==> src/rtl/wb_cmd_pkg.sv <==
// -----------------------------------------------------------------------------
// wb_cmd_pkg
// Shared definitions for the Wishbone command master: command word field
// positions, op encodings, controller state encoding, the decoded command
// record and a small op classification helper.
// -----------------------------------------------------------------------------
package wb_cmd_pkg;

    // Command word layout: [33:32] op, [31:30] unused, [29:24] address,
    // [23:0] write data.
    localparam int CMD_W    = 34;
    localparam int OP_MSB   = 33;
    localparam int OP_LSB   = 32;
    localparam int ADR_MSB  = 29;
    localparam int ADR_LSB  = 24;
    localparam int WDAT_MSB = 23;
    localparam int WDAT_LSB = 0;

    localparam int ADR_W     = 6;
    localparam int WDAT_W    = 24;
    localparam int DAT_W     = 32;
    localparam int TMO_CNT_W = 16;

    typedef enum logic [1:0] {
        OP_NOP   = 2'b00,
        OP_WRITE = 2'b01,
        OP_READ  = 2'b10,
        OP_RSVD  = 2'b11
    } op_e;

    typedef enum logic [1:0] {
        ST_IDLE = 2'b00,
        ST_BUS  = 2'b01,
        ST_PUSH = 2'b10
    } state_e;

    // A decoded READ/WRITE command as held in the pending slot.
    typedef struct packed {
        logic              we;
        logic [ADR_W-1:0]  adr;
        logic [WDAT_W-1:0] dat;
    } cmd_t;

    // True only for ops that produce a bus cycle; NOP and the reserved
    // encoding are both inert.
    function automatic logic op_is_bus(input logic [1:0] op);
        return (op == OP_WRITE) || (op == OP_READ);
    endfunction

endpackage

==> src/rtl/stb_edge_det.sv <==
// -----------------------------------------------------------------------------
// stb_edge_det
// Rising-edge detector for the command strobe. A strobe held high for
// several cycles yields a single one-cycle pulse.
//
// Ports:
//   clk     in   clock, rising edge
//   rst     in   synchronous active-high reset (clears history)
//   i_stb   in   raw strobe level
//   o_rise  out  high in the first cycle i_stb is seen high
// -----------------------------------------------------------------------------
module stb_edge_det
    import wb_cmd_pkg::*;
(
    input  logic clk,
    input  logic rst,
    input  logic i_stb,
    output logic o_rise
);

    logic r_prev;

    // Remember the strobe level from the previous cycle
    always_ff @(posedge clk) begin
        if (rst) begin
            r_prev <= 1'b0;
        end else begin
            r_prev <= i_stb;
        end
    end

    assign o_rise = i_stb & ~r_prev;

endmodule

==> src/rtl/wb_cmd_master.sv <==
// -----------------------------------------------------------------------------
// wb_cmd_master
// Turns strobed 34-bit command words into Wishbone classic single cycles.
// WRITE drives {8'h00, data} to the slave; READ captures wb_dat_i on ack and
// pushes it into a downstream FIFO, waiting out fifo_full. One further
// command may be parked in a pending slot while a cycle is in flight; any
// command beyond that is dropped and flagged in the sticky cmd_overflow.
//
// Optional build macro WB_CMD_TIMEOUT_EN: bounds each bus cycle to
// TIMEOUT_CYCLES clocks; on expiry the cycle is abandoned and the sticky
// bus_timeout flag is set. Without the macro the master waits for ack
// indefinitely and bus_timeout is constant 0.
//
// Ports:
//   clk, rst                 clock and synchronous active-high reset
//   cmd_word[33:0], cmd_stb  command input (accepted on strobe rising edge)
//   wb_cyc_o, wb_stb_o       Wishbone cycle / strobe
//   wb_we_o, wb_adr_o[5:0]   write enable and address
//   wb_dat_o[31:0]           write data
//   wb_sel_o[3:0]            byte selects (all lanes)
//   wb_dat_i[31:0], wb_ack_i read data and acknowledge from slave
//   fifo_din, fifo_wr_en     read data push towards the FIFO
//   fifo_full                FIFO backpressure
//   busy                     transfer in progress or command pending
//   cmd_overflow             sticky: a command was dropped
//   bus_timeout              sticky: a bus cycle timed out
// -----------------------------------------------------------------------------
module wb_cmd_master
    import wb_cmd_pkg::*;
#(
    parameter int TIMEOUT_CYCLES = 255
) (
    input  logic              clk,
    input  logic              rst,
    input  logic [CMD_W-1:0]  cmd_word,
    input  logic              cmd_stb,
    output logic              wb_cyc_o,
    output logic              wb_stb_o,
    output logic              wb_we_o,
    output logic [ADR_W-1:0]  wb_adr_o,
    output logic [DAT_W-1:0]  wb_dat_o,
    output logic [3:0]        wb_sel_o,
    input  logic [DAT_W-1:0]  wb_dat_i,
    input  logic              wb_ack_i,
    output logic [DAT_W-1:0]  fifo_din,
    output logic              fifo_wr_en,
    input  logic              fifo_full,
    output logic              busy,
    output logic              cmd_overflow,
    output logic              bus_timeout
);

    state_e             r_state;
    logic               r_cyc;
    logic               r_we;
    logic [ADR_W-1:0]   r_adr;
    logic [WDAT_W-1:0]  r_wdat;
    logic [DAT_W-1:0]   r_rdata;
    logic               r_pend_vld;
    cmd_t               r_pend;
    logic               r_overflow;
    logic               r_busy;

    state_e             w_state_nxt;
    logic               w_cyc_nxt;
    logic               w_we_nxt;
    logic [ADR_W-1:0]   w_adr_nxt;
    logic [WDAT_W-1:0]  w_wdat_nxt;
    logic [DAT_W-1:0]   w_rdata_nxt;
    logic               w_pend_vld_nxt;
    cmd_t               w_pend_nxt;
    logic               w_overflow_nxt;
    logic               w_fifo_wr_en;
    logic               w_issue;
    cmd_t               w_issue_cmd;

    logic               w_rise;
    logic               w_new;
    cmd_t               w_new_cmd;
    logic               w_unused;

`ifdef WB_CMD_TIMEOUT_EN
    localparam logic [TMO_CNT_W-1:0] TMO_LAST = TMO_CNT_W'(TIMEOUT_CYCLES - 1);
    logic [TMO_CNT_W-1:0] r_tmo_cnt;
    logic [TMO_CNT_W-1:0] w_tmo_cnt_nxt;
    logic                 r_timeout;
    logic                 w_timeout_nxt;
    assign w_unused = ^cmd_word[31:30];
`else
    assign w_unused = ^{cmd_word[31:30], TMO_CNT_W'(TIMEOUT_CYCLES)};
`endif

    stb_edge_det u_edge (
        .clk    (clk),
        .rst    (rst),
        .i_stb  (cmd_stb),
        .o_rise (w_rise)
    );

    // Only READ/WRITE edges count as commands; NOP/reserved are dropped silently.
    assign w_new         = w_rise & op_is_bus(cmd_word[OP_MSB:OP_LSB]);
    assign w_new_cmd.we  = (cmd_word[OP_MSB:OP_LSB] == OP_WRITE);
    assign w_new_cmd.adr = cmd_word[ADR_MSB:ADR_LSB];
    assign w_new_cmd.dat = cmd_word[WDAT_MSB:WDAT_LSB];

    // Next-state, bus register, pending slot and flag computation
    always_comb begin
        w_state_nxt    = r_state;
        w_cyc_nxt      = r_cyc;
        w_we_nxt       = r_we;
        w_adr_nxt      = r_adr;
        w_wdat_nxt     = r_wdat;
        w_rdata_nxt    = r_rdata;
        w_pend_vld_nxt = r_pend_vld;
        w_pend_nxt     = r_pend;
        w_overflow_nxt = r_overflow;
        w_fifo_wr_en   = 1'b0;
        w_issue        = 1'b0;
        w_issue_cmd    = r_pend;
`ifdef WB_CMD_TIMEOUT_EN
        w_tmo_cnt_nxt  = r_tmo_cnt;
        w_timeout_nxt  = r_timeout;
`endif

        case (r_state)
            ST_IDLE: begin
                // The parked command goes first; a same-cycle newcomer
                // refills the slot so nothing is lost.
                if (r_pend_vld) begin
                    w_issue     = 1'b1;
                    w_issue_cmd = r_pend;
                    if (w_new) begin
                        w_pend_nxt = w_new_cmd;
                    end else begin
                        w_pend_vld_nxt = 1'b0;
                    end
                end else if (w_new) begin
                    w_issue     = 1'b1;
                    w_issue_cmd = w_new_cmd;
                end else begin
                    w_state_nxt = ST_IDLE;
                end
            end
            ST_BUS: begin
                if (wb_ack_i) begin
                    w_cyc_nxt = 1'b0;
                    w_we_nxt  = 1'b0;
                    if (r_we) begin
                        w_state_nxt = ST_IDLE;
                    end else begin
                        w_rdata_nxt = wb_dat_i;
                        w_state_nxt = ST_PUSH;
                    end
                end
`ifdef WB_CMD_TIMEOUT_EN
                else if (r_tmo_cnt == TMO_LAST) begin
                    // Abandon the cycle; a timed-out READ has no data to push.
                    w_cyc_nxt     = 1'b0;
                    w_we_nxt      = 1'b0;
                    w_timeout_nxt = 1'b1;
                    w_state_nxt   = ST_IDLE;
                end else begin
                    w_tmo_cnt_nxt = r_tmo_cnt + 16'd1;
                end
`else
                else begin
                    w_state_nxt = ST_BUS;
                end
`endif
            end
            ST_PUSH: begin
                // Push decided combinationally so it lands on the very first
                // cycle the FIFO has room.
                if (!fifo_full) begin
                    w_fifo_wr_en = 1'b1;
                    w_state_nxt  = ST_IDLE;
                end else begin
                    w_state_nxt = ST_PUSH;
                end
            end
            default: begin
                w_state_nxt = ST_IDLE;
                w_cyc_nxt   = 1'b0;
                w_we_nxt    = 1'b0;
            end
        endcase

        // While a transfer is active, park one command and drop any further one.
        if ((r_state != ST_IDLE) && w_new) begin
            if (r_pend_vld) begin
                w_overflow_nxt = 1'b1;
            end else begin
                w_pend_vld_nxt = 1'b1;
                w_pend_nxt     = w_new_cmd;
            end
        end else begin
            w_overflow_nxt = w_overflow_nxt;
        end

        if (w_issue) begin
            w_state_nxt = ST_BUS;
            w_cyc_nxt   = 1'b1;
            w_we_nxt    = w_issue_cmd.we;
            w_adr_nxt   = w_issue_cmd.adr;
            w_wdat_nxt  = w_issue_cmd.dat;
`ifdef WB_CMD_TIMEOUT_EN
            w_tmo_cnt_nxt = 16'd0;
`endif
        end else begin
            w_cyc_nxt = w_cyc_nxt;
        end
    end

    // Controller state and registered outputs
    always_ff @(posedge clk) begin
        if (rst) begin
            r_state    <= ST_IDLE;
            r_cyc      <= 1'b0;
            r_we       <= 1'b0;
            r_adr      <= 6'd0;
            r_wdat     <= 24'd0;
            r_rdata    <= 32'd0;
            r_pend_vld <= 1'b0;
            r_pend     <= '{we: 1'b0, adr: 6'd0, dat: 24'd0};
            r_overflow <= 1'b0;
            r_busy     <= 1'b0;
        end else begin
            r_state    <= w_state_nxt;
            r_cyc      <= w_cyc_nxt;
            r_we       <= w_we_nxt;
            r_adr      <= w_adr_nxt;
            r_wdat     <= w_wdat_nxt;
            r_rdata    <= w_rdata_nxt;
            r_pend_vld <= w_pend_vld_nxt;
            r_pend     <= w_pend_nxt;
            r_overflow <= w_overflow_nxt;
            r_busy     <= (w_state_nxt != ST_IDLE) || w_pend_vld_nxt;
        end
    end

`ifdef WB_CMD_TIMEOUT_EN
    // Bus-cycle watchdog counter and sticky timeout flag
    always_ff @(posedge clk) begin
        if (rst) begin
            r_tmo_cnt <= 16'd0;
            r_timeout <= 1'b0;
        end else begin
            r_tmo_cnt <= w_tmo_cnt_nxt;
            r_timeout <= w_timeout_nxt;
        end
    end
    assign bus_timeout = r_timeout;
`else
    assign bus_timeout = 1'b0;
`endif

    assign wb_cyc_o     = r_cyc;
    assign wb_stb_o     = r_cyc;
    assign wb_we_o      = r_we;
    assign wb_adr_o     = r_adr;
    assign wb_dat_o     = {8'h00, r_wdat};
    assign wb_sel_o     = 4'hF;
    assign fifo_din     = r_rdata;
    assign fifo_wr_en   = w_fifo_wr_en;
    assign busy         = r_busy;
    assign cmd_overflow = r_overflow;

endmodule
==> config.mk <==
export PLATFORM = sky130hd
export DESIGN_NAME = wb_cmd_master
export DESIGN_NICKNAME = d
export VERILOG_FILES = /design/src/rtl/wb_cmd_pkg.sv /design/src/rtl/stb_edge_det.sv /design/src/rtl/wb_cmd_master.sv
export SDC_FILE = /design/constraint.sdc
export NUM_CORES = 1
export LEC_CHECK = 0
export BUFFER_PORTS_ARGS = -buffer_cell sky130_fd_sc_hd__buf_2
export CAP_MARGIN = 10
export CORE_UTILIZATION = 41
export CTS_CLUSTER_SIZE = 8
export DETAILED_ROUTE_END_ITERATION = 16
export GPL_TIMING_DRIVEN = 0
export PLACE_DENSITY = 0.67
export SYNTH_ARGS = -nofsm -noshare
export SYNTH_HDL_FRONTEND = slang
export SYNTH_SLANG_ARGS = --single-unit
==> constraint.sdc <==
create_clock -name clk -period 1.74 [get_ports clk]
set_input_delay 0 -clock clk [delete_from_list [all_inputs] [get_ports clk]]
set_output_delay 0 -clock clk [all_outputs]
set_load 0.02 [all_outputs]
==> results.py <==
metrics = {
    "synth": {
        "synth_cell_types": 38,
        "ys_seq_area_share_pct": 45.6,
        "yosysTopAreaCell": "dfxtp_1",
        "ys_async_sr_fraction_pct": 0,
        "synth_area_leaders": "dfxtp_1 46%, or2b_1 10%, mux2i_1 7.0%",
        "yosys_warnings": 0,
        "synth_edf_count": 0,
        "ys_ff_latch": 101,
        "synth_flop_cell": "dfxtp_1",
        "synthCells": 471,
        "yosysTopAreaCellShare_pct": 45.6,
        "syn_area_mm2": 0.00443,
        "syn_avg_cell_area_um2": 9.41,
    },
    "placed_design": {
        "post_dp_cell_area_mm2": 0.00532,
        "io_buffers": 135,
        "place_ws_ns": -0.115,
        "dpl.hpwl_mm": 8.14,
        "dp.cells": 753,
        "globalplace.congestion": 0.814,
    },
    "layout": {
        "layout.cells.non_filler": 836,
        "diodes": 0,
        "drive_gt1_share_pct": 28.0,
        "num-nets-final": 767,
        "area_growth_pct": 40.4,
        "fin_area_mm2": 0.00622,
    },
    "timing": {
        "setup_tns_ns": 0,
        "worstMarginPinSlew_ns": 0.541,
        "worst_slack_ns": 0.159,
        "rsz0062_at_grt": "no",
        "fin_crit_ns": 1.58,
        "finClkSkew_ns": 0.00982,
        "finalCritPeriodShare_pct": 90.9,
        "relSlewSlack_pct": 63.9,
        "finalMaxSlewViolations": 0,
        "hold_violations": 0,
        "setup_viol": 0,
        "fmax_mhz": 633,
    },
    "floorplan": {
        "initial_utilization_pct": 42.5,
        "num_rows": 37,
        "fp.coreArea_mm2": 0.0104,
        "fp.dieW_um": 106,
        "fp.dieH_um": 106,
        "io-pin-count": 152,
        "die_area_mm2": 0.0112,
    },
    "clocking": {
        "cts_buffer_depth": 2,
        "cts_tree": "yes",
        "root_buffer": "clkbuf_8",
        "clk_latency_ns": 0.36,
        "numCtsBuffers": 9,
        "cts_num_sinks": 101,
        "path_clk_slew_ns": 0.10,
        "htree_levels": 3,
    },
    "global_route": {
        "grtUsageTotal_pct": 22.1,
        "antenna_found_initial": 0,
        "grt_overflow_total": 0,
        "grt_pass1_wl_mm": 19.7,
        "grt_max_degree": 17,
        "grt_pass1_vias": 4157,
    },
    "detailed_routing": {
        "vias": 4130,
        "wl_mm": 12.3,
        "remaining_drc_errors": 0,
        "ant_nets": 0,
        "drtIter0Drc": 360,
        "dr.pass1.iters": 4,
        "viasPerCell": 4.94,
        "wire_per_inst_um": 14.7,
    },
    "worst_hold_path": {
        "hold_class": "in -> reg",
    },
    "power_and_ir_drop": {
        "total_power_mw": 5.04,
        "irDropWorstVdd_mv": 0.522,
        "power_density_mw_per_mm2": 811,
        "leakage_nw": 2.57,
    },
    "job": {
        "cap_viol_max_count": 0,
    },
    "outcome": {
        "outcome": "completed",
    },
    "critical_path": {
        "slowest_stage": "or3b_4",
        "crit_chain": "or3b_4, nor3b_4, buf_4, buf_8, mux2i_1",
        "crit_type": "reg -> reg",
        "worst_setup_path_start_kind": "register",
        "required_ns": 2.03,
        "cp-end-kind": "register",
        "max_stage_delay_ns": 0.41,
        "crit_fanout": 10,
        "arrival_ns": 1.87,
    },
}
cells by family after synthesis:
logic type | Yosys count | share of synthesized area (%)
buf+inv | 59 | 7.85
fa+ha+maj | 1 | 0.282
compound gates | 105 | 15.7
mux | 31 | 7.00
other cells | 2 | 0.170
simple gates | 172 | 23.3
flops | 101 | 45.6
cell usage after synthesis, drive strengths merged, types with 4 or more instances:
library cell	instances
dfxtp	101
o22ai	30
or2b	60
buf	29
nand2b	31
a21oi	34
nor3b	4
mux2i	31
nand2	65
clkbuf	29
a32oi	30
cell usage in the layout, fill, tap and decap left out, types with 3 or more instances in the layout:
cell             n
mux2i_1         31
conb_1          13
clkbuf_1        20
buf_4           17
nand2b_1        31
or2b_1          60
o22ai_1         30
nand2_1         65
clkbuf_2         9
clkbuf_8        11
dfxtp_1        101
a21oi_1         34
nand3b_1         3
dlygate4sd3_1   65
buf_8            3
a32oi_1         30
buf_2          143
timing repair:
item | in CTS | in global routing
gates resized for setup | 0 | 16
hold buffers | 65 | 0
setup buffers | 0 | 2
setup endpoints to repair | 0 | 31
hold endpoints to repair | 91 | 0
power breakdown:
group / internal, mW / leakage, nW / switching, mW
logic: 0.414 / 1.65 / 0.490
registers: 2.41 / 0.819 / 0.0526
clock network: 0.854 / 0.106 / 0.826
layout make-up:
cell class	count	area, µm²
Clock inverter	5	83.8
Multi-Input combinational cell	322	2100
Clock buffer	11	141
Buffer	58	354
Tap cell	136	170
Fill cell	900	4200
Timing Repair Buffer	202	1340
Inverter	1	3.75
Sequential cell	101	2020
flip-flops by register name, indices dropped and copies added (netlist names):
register       flops
r_state            2
wb_cyc_o           1
cmd_overflow       1
u_edge.r_prev      1
r_pend_vld         1
wb_we_o            1
r_pend            31
r_wdat            24
fifo_din          32
wb_adr_o           6
busy               1
worst paths after layout:
| check | slack (ns) | to | start | cells after the start |
|---|---|---|---|---|
| setup reg to reg | 0.16 | r_pend[15] | u_edge.r_prev | 5 |
| hold / removal | 0.17 | wb_we_o | cmd_word[32] | 4 |
| hold reg to reg | 0.46 | fifo_din[15] | fifo_din[15] | 2 |
| setup / recovery | 0.16 | r_pend[15] | u_edge.r_prev | 5 |
stage by stage:
stage,hold slack (ns),util [%]
6_report,0.168,59.7
4_1_cts,0.142,59.5
3_3_place_gp,0.235,51.1
5_1_grt,0.204,59.7
2_1_floorplan,0.0817,-
3_5_place_dp,0.250,51.1
worst max-delay path, delay by kind of cell (launching register included):
family	cells	cell delay [ns]
and+or+nand+nor	2	0.60
buffers and inverters	2	0.34
DFF	1	0.34
muxes	1	0.22
per-layer routing:
metal  global-route usage (%)  part of all wire [%]  routed length, µm  vias up
met5                        0                     0                  0        -
met1                     26.4                    44               5390     1909
met2                     39.9                    49               6000      155
li1                         -                     -                  -     2055
met3                     3.92                   6.2                759       11
met4                     7.24                   1.1                131        0
(Power assumes the default switching activity.)
